===== src/rtl/matrix_pkg.sv =====
// rtl/matrix_pkg.sv - shared geometry, types and column slicing for the 5x7 matrix scanner
package matrix_pkg;

    localparam int MTX_COLS   = 5;
    localparam int MTX_ROWS   = 7;
    localparam int MTX_PIXELS = 35;

    typedef logic [MTX_PIXELS-1:0] frame_t;
    typedef logic [2:0]            col_idx_t;
    typedef logic [MTX_ROWS-1:0]   row_t;

    // Pixel bit index is col*7 + row, so a column is a contiguous 7-bit slice.
    function automatic row_t col_slice(input frame_t f, input col_idx_t c);
        return f[c*MTX_ROWS +: MTX_ROWS];
    endfunction

endpackage


===== src/rtl/scan_prescaler.sv =====
// rtl/scan_prescaler.sv - per-column dwell counter, tick at terminal count
module scan_prescaler #(
    parameter int SCAN_DIV = 50000,
    localparam int DW = (SCAN_DIV > 1) ? $clog2(SCAN_DIV) : 1
) (
    input  logic          clk,
    input  logic          rst_n,
    input  logic          clr,
    output logic          tick,
    output logic [DW-1:0] div_cnt
);

    localparam logic [DW-1:0] TERM = DW'(SCAN_DIV - 1);

    assign tick = (div_cnt == TERM);

    always_ff @(posedge clk or negedge rst_n) begin
        if (!rst_n) begin
            div_cnt <= '0;
        end else if (clr || tick) begin
            div_cnt <= '0;
        end else begin
            div_cnt <= div_cnt + 1'b1;
        end
    end

endmodule


===== src/rtl/matrix_scan_driver.sv =====
// rtl/matrix_scan_driver.sv - double-buffered 5x7 column scanner; MATRIX_SCAN_BLANK_EN adds per-dwell blanking
module matrix_scan_driver
    import matrix_pkg::*;
#(
    parameter int SCAN_DIV     = 50000,
    parameter int BLANK_CYCLES = 4
) (
    input  logic                  clk,
    input  logic                  rst_n,
    input  logic                  scan_en,
    input  logic [MTX_PIXELS-1:0] frame_in,
    input  logic                  frame_load,
    output logic                  frame_pending,
    output logic [MTX_COLS-1:0]   col_n,
    output logic [MTX_ROWS-1:0]   row_out,
    output logic                  frame_start
);

    localparam int DW = (SCAN_DIV > 1) ? $clog2(SCAN_DIV) : 1;
    localparam col_idx_t LAST_COL = col_idx_t'(MTX_COLS - 1);
`ifdef MATRIX_SCAN_BLANK_EN
    localparam bit BLANK_EN = 1'b1;
`else
    localparam bit BLANK_EN = 1'b0;
`endif

    frame_t   display;
    frame_t   pending;
    col_idx_t col_idx;
    logic     running;

    logic          tick;
    logic [DW-1:0] div_cnt;
    logic          scan_clr;

    logic     start;
    logic     advance;
    logic     wrap;
    logic     enter_col0;
    logic     swap;
    col_idx_t next_col;
    frame_t   next_display;
    logic [31:0] next_div;
    logic     blank;

    assign scan_clr = ~scan_en | ~running;

    scan_prescaler #(
        .SCAN_DIV (SCAN_DIV)
    ) u_prescaler (
        .clk     (clk),
        .rst_n   (rst_n),
        .clr     (scan_clr),
        .tick    (tick),
        .div_cnt (div_cnt)
    );

    // Outputs are registered, so everything is decided from next-state values.
    always_comb begin
        start        = scan_en & ~running;
        advance      = scan_en & running & tick;
        wrap         = advance && (col_idx == LAST_COL);
        enter_col0   = start | wrap;
        swap         = enter_col0 & frame_pending;
        next_col     = col_idx;
        if (start || wrap) begin
            next_col = '0;
        end else if (advance) begin
            next_col = col_idx + 3'd1;
        end
        next_display = swap ? pending : display;
        next_div     = (scan_clr || tick) ? 32'd0 : 32'(div_cnt) + 32'd1;
        blank        = BLANK_EN && (next_div < 32'(BLANK_CYCLES));
    end

    always_ff @(posedge clk or negedge rst_n) begin
        if (!rst_n) begin
            display       <= '0;
            pending       <= '0;
            frame_pending <= 1'b0;
            running       <= 1'b0;
            col_idx       <= '0;
            col_n         <= '1;
            row_out       <= '0;
            frame_start   <= 1'b0;
        end else begin
            // A load coinciding with a swap is captured after the swap reads the old frame.
            if (frame_load) begin
                pending <= frame_in;
            end
            frame_pending <= frame_load | (frame_pending & ~swap);
            display       <= next_display;

            if (!scan_en) begin
                running     <= 1'b0;
                col_idx     <= '0;
                col_n       <= '1;
                row_out     <= '0;
                frame_start <= 1'b0;
            end else begin
                running     <= 1'b1;
                col_idx     <= next_col;
                frame_start <= enter_col0;
                if (blank) begin
                    col_n   <= '1;
                    row_out <= '0;
                end else begin
                    col_n   <= ~(MTX_COLS'(1) << next_col);
                    row_out <= col_slice(next_display, next_col);
                end
            end
        end
    end

endmodule


===== config.mk =====
export PLATFORM = sky130hd
export DESIGN_NAME = matrix_scan_driver
export DESIGN_NICKNAME = d
export VERILOG_FILES = /design/src/rtl/matrix_pkg.sv /design/src/rtl/scan_prescaler.sv /design/src/rtl/matrix_scan_driver.sv
export SDC_FILE = /design/constraint.sdc
export NUM_CORES = 1
export LEC_CHECK = 0
export CAP_MARGIN = 10
export CORE_MARGIN = 1.5
export CORE_UTILIZATION = 30
export DETAILED_ROUTE_END_ITERATION = 7
export SYNTH_ARGS = -nofsm -noshare
export SYNTH_HDL_FRONTEND = slang
export SYNTH_HIERARCHICAL = 1
export SYNTH_SLANG_ARGS = --single-unit
export TNS_END_PERCENT = 10

===== constraint.sdc =====
create_clock -name clk -period 7.45 [get_ports clk]
set_input_delay 1.49 -clock clk [delete_from_list [all_inputs] [get_ports clk]]
set_output_delay 1.49 -clock clk [all_outputs]
set_load 0.1 [all_outputs]

Word-level counts from Yosys, hierarchy flattened
Cells that the tools add are included.

word-level totals
  register bits after elaboration = 104
  bits in latches = 0
  memory bits (writable) = 0
  memory bits (read-only) = 0
  input bits = 39
  output and inout bits = 14
  logic and storage cells = 40
  memories kept = 0

operators by class
  add/subtract/negate cells = 2
  $mul = 1
  divide/modulo/power cells = 0
  $lt $le $gt $ge = 0
  equal/unequal tests = 2
  shift-type cells = 2
  multiplexer cells = 9
  bitwise logic cells = 12
  reduce and logical (&&, ||, !) cells = 3

operator list
  cell                   count
  $mux 35                1
  $shiftx 35x7->7        1
  $add 16x1->16 const B  1
  $eq 16x16->1 const B   1
  $mux 16                1
  $mux 3                 3
  $mux 7                 1
  $mul 3x3->6 const B    1
  $and 1x1->1            5
  $mux 5                 1
  $not 5->5              1
  $shl 1x3->5 const A    1
  $add 3x1->3 const B    1
  $eq 3x3->1 const B     1
  $not 1->1              3
  $or 1x1->1             3
  $logic_or 1x1->1       2
  $mux 1                 2
  $logic_and 1x1->1      1

Longest topological paths before layout
  word-level depth = 8
  mapped depth = 10
  depth with buffers taken out = 9

By module
The synthesis kept the hierarchy.

modules (own cells, without submodules)
  module              times used  cells each  area each (um2)  sequential area each (um2)
  matrix_scan_driver  1           273         3,751.1          2,208.4
  scan_prescaler      1           80          792.0            400.4

Least setup slack after synthesis
Ideal clock, no wire load.

  path type = input-to-reg
  start point = in scan_en
  end point = reg row_out[5]
  setup time = 0.136 ns
  arrival time = 2.682 ns
  required time = 7.314 ns
  slack = 4.632 ns
  stages = 7
  buffers on the path = 2
  path through = buf_4 > nor2b_2 > o21ai_4 > buf_6 > mux2_4 > o2bb2ai_1 > o22ai_1

between the ends
  cells in the longest elaborated chain, start to end = 8
  elaborated cells on any way between the ends = 13
  classes of those cells = 1 x mul; 1 x shift; 4 x mux; 5 x bitwise; 2 x reduce/logical

ends and longest elaborated chain
  what                       line                       RTL
  from (decl)                matrix_scan_driver.sv:10   input logic scan_en,
  $and 1x1->1 (2 in series)  matrix_scan_driver.sv:61   advance = scan_en & running & tick;
  $logic_and 1x1->1          matrix_scan_driver.sv:62   wrap = advance && (col_idx == LAST_COL);
  $or 1x1->1 *               matrix_scan_driver.sv:63   enter_col0 = start | wrap;
  $and 1x1->1 *              matrix_scan_driver.sv:64   swap = enter_col0 & frame_pending;
  $mux 35 *                  matrix_scan_driver.sv:71   next_display = swap ? pending : display;
  via next_display[12]       matrix_scan_driver.sv:42   frame_t next_display;
  $shiftx 35x7->7 *          matrix_pkg.sv:14           return f[c*MTX_ROWS +: MTX_ROWS];
  $mux 7 *                   matrix_scan_driver.sv:94   if (!scan_en) begin
  to (signal assigned)       matrix_scan_driver.sv:109  row_out <= col_slice(next_display, next_col);
  to (decl)                  matrix_scan_driver.sv:15   output logic [MTX_ROWS-1:0] row_out,

Mark *: on every way through the listed nets, which the timed path passes. The rest lies on a longest branch.
A chain may end at the register's enable or synchronous reset.

Worst setup path after layout
  start point = reg frame_pending
  end point = out frame_pending

RTL lines
  what                    line                      RTL
  from (decl)             matrix_scan_driver.sv:13  output logic frame_pending,
  from (signal assigned)  matrix_scan_driver.sv:91  frame_pending <= frame_load | (frame_pending & ~swap);

No word-level cell between the ends.

==> summary.txt <==
Critical path
  – Cell family with most CP delay: buffers and inverters
  – Nature of the critical path endpoint: output port
  – Critical path class: register to output port
  – WP data arrival: roughly 2.1 ns
  – Worst Path Max Fanout: 11
  – Critical Path RT: ~6.0 ns
  – Crit path buffers/inverters: 1
  – Worst path slowest cell: clkdlybuf4s50_1
  – Critical-path cell list: clkdlybuf4s50_1
  – Critical path startpoint category: register
  – CP max stage delay: 1.23 ns

Clock network
  – Sink Count: around 100
  – Worst-path clk slew: around 0.07 ns
  – Maximum buffer depth of the clock tree: 2
  – Postcts setup bufs: 0
  – CTS buffer count: 9
  – PostCTS Resize Cnt: 0
  – Clock Latency Late Sink: between 0.3 and 0.4 ns
  – Root Buffer: clkbuf_16
  – Hold_buf cts: 0
  – CTS H-tree lvls: 3
  – CTS tree: built

Die
  – Row count: 44
  – Die Wd: 126 µm
  – Die height: ~130 µm
  – Initial Utilization: 0.310
  – Core area: 14600 µm²
  – Ports: 53
  – Full die area: between 15000 and 20000 µm²

Pwr
  – Worst VDD drop: around 0.12 mV
  – Pwr per Cell Area: approximately 240 nW/µm²
  – Leakage power: ~2.3 nW

Worst hold path
  – Hold WC Path Type: register to register

STA
  – Fin Setup TNS: 0 ns
  – Max Slew Vio Count: 0
  – RSZ-0062 raised after global routing: no
  – Clock Skew: 0.0110 ns
  – Clock period minus worst slack: between 3 and 4 ns
  – Period utilisation layout: 0.487
  – Slew @ Worst Pin: between 0.9 and 1 ns
  – Highest Clock Rate: between 0.2 and 0.3 GHz
  – Slew HR: 0.338
  – Final setup viols: 0
  – Final Hold Fails: 0

Route
  – Wire per inst: approximately 16 µm
  – Antenna viol nets, final: 0
  – Number of remaining DRC errors: 0
  – Via count: 2895
  – Drt initial violations: about 160
  – Detailed Route WL: 9.45 mm
  – Vias per inst: approximately 4.9
  – Drt first pass iters: 4

Cells and area
  – Nets@finish: between 400 and 500
  – Area grow syn2layout: 21.1%
  – Fraction of layout cells with a size suffix above 1: 0.236
  – Fillcell total: ~1400
  – Post-route insts no fill: about 590
  – N_diodes: 0

Global route
  – Initial antenna violation count: 0
  – Routing usage on met2: 0.205
  – Grt ovf: 0
  – Met3 GRT Util: 0.0272
  – GRT Total Usage: 0.127
  – Number of global-route vias before repair: ~3100
  – First-pass GRT wire length: about 16 mm
  – Largest net degree at the start of global routing: 61
  – GR peak layer: met2
  – GR Util met1: 0.174

Yosys
  – Mapped Nets: ~400
  – Library cells used by synthesis: 47
  – Seq/Total Area, Yosys: 0.574
  – Post-synth top flop: dfrtp_1
  – Synth Instances: between 300 and 400
  – Avg Inst Size Synth: 12.9 µm²
  – #FFs+latches synth: 104
  – Synthesized cell area: ~4500 µm²
  – Number of synthesized flops with an enable pin: 0
  – Synth async-reset ratio: 1.00
  – Number of synthesis warnings: 6

Status
  – Status: finished clean

Placed design
  – GP Congestion: a little under 0.8
  – Hpwl dp: 6.58 mm
  – Number of I/O port buffers: between 50 and 60
  – Dpl cells: between 500 and 600

Flow run
  – Max_cap viols: 0
==> through the flow <==
stage,instance area (µm²),total power [mW],hold slack [ns],util,setup WS [ns]
global route,5500,1.39,0.493,0.376,3.74
detailed placement,5210,0.883,0.467,0.356,3.61
CTS,5500,1.35,0.485,0.376,3.80
finish,5500,1.33,0.480,0.376,3.82
global placement,5210,0.878,0.461,0.356,3.66
floorplan,4540,0.808,0.449,-,4.63
==> state kept, by name, summed over array words and instances, names as in the netlist <==
register / cells
col_n: 5
col_idx: 3
u_prescaler/div_cnt: 16
running: 1
frame_start: 1
row_out: 7
frame_pending: 1
pending: 35
display: 35
==> cells in the mapped netlist (7+ instances only) <==
cell type / n / area, µm²
dfrtp_1: 99 / 2480
mux2_2: 62 / 698
nor2_1: 20 / 75.1
nand2_1: 14 / 52.6
xnor2_1: 13 / 114
inv_1: 9 / 33.8
nand3_1: 9 / 45.0
a21o_1: 8 / 60.1
a31oi_1: 7 / 43.8
and3_1: 7 / 43.8
buf_2: 7 / 35.0
nand3b_1: 7 / 52.6
o211ai_1: 7 / 52.6
o221ai_1: 7 / 61.3
o22ai_1: 7 / 43.8
==> layout make-up <==
type	instances	area, µm²	share of cell area
flip-flops and latches	104	2610	0.474
clock inverters	5	51.3	0.00932
well taps	184	230	0.0418
repair buffers	55	541	0.0982
multi-input cells	223	1790	0.326
inverters	9	33.8	0.00614
clock buffers	11	243	0.0441
==> cell usage in the layout (no fill, tap or decap), types with 6 or more instances in the layout <==
| cell type | n |
|---|---|
| a21o_1 | 8 |
| a31oi_1 | 7 |
| and3_1 | 7 |
| clkbuf_16 | 9 |
| clkdlybuf4s50_1 | 51 |
| dfrtp_1 | 99 |
| inv_1 | 9 |
| mux2_2 | 62 |
| nand2_1 | 14 |
| nand3_1 | 9 |
| nand3b_1 | 7 |
| nor2_1 | 20 |
| o211ai_1 | 7 |
| o221ai_1 | 7 |
| o22ai_1 | 7 |
| or3_1 | 6 |
| xnor2_1 | 13 |
==> where the power goes <==
part           internal, mW  switching (mW)  leakage (nW)
clock network         0.243           0.214         0.143
registers             0.633          0.0399          1.27
logic                0.0933           0.103         0.844
total                 0.969           0.356          2.26
==> cell families (layout without fill, tap and decap cells) <==
group                    Yosys count  count (layout)  synth area share
XOR/XNOR                          14              14            0.0270
AO/OA/AOI/OAI                     46              46            0.0777
adder cells (fa/ha/maj)            3               3           0.00826
flip-flops                       104             104             0.574
buffers and inverters             26              80            0.0308
AND/OR/NAND/NOR                   92              92             0.114
multiplexers                      68              68             0.168
==> metal layers <==
layer	vias up	part of all wire	wire (µm)
li1	1381	-	-
met1	1447	0.47	4460
met2	59	0.49	4600
met3	8	0.032	300
met4	0	0.0092	87
met5	-	0	0
==> path summary, 6_finish.rpt <==
path	from	endpoint	slack, ns	cells past startpoint
max in group asynchronous	rst_n	pending[15]	5.11	2
min in group asynchronous	rst_n	u_prescaler/div_cnt[7]	1.14	1
setup / recovery	frame_pending	frame_pending	3.82	1
setup reg to reg	u_prescaler/div_cnt[5]	row_out[0]	4.16	8
hold reg to reg	display[29]	display[29]	0.48	1
hold / removal	display[29]	display[29]	0.48	1
Power figures use the tool's default switching activity.
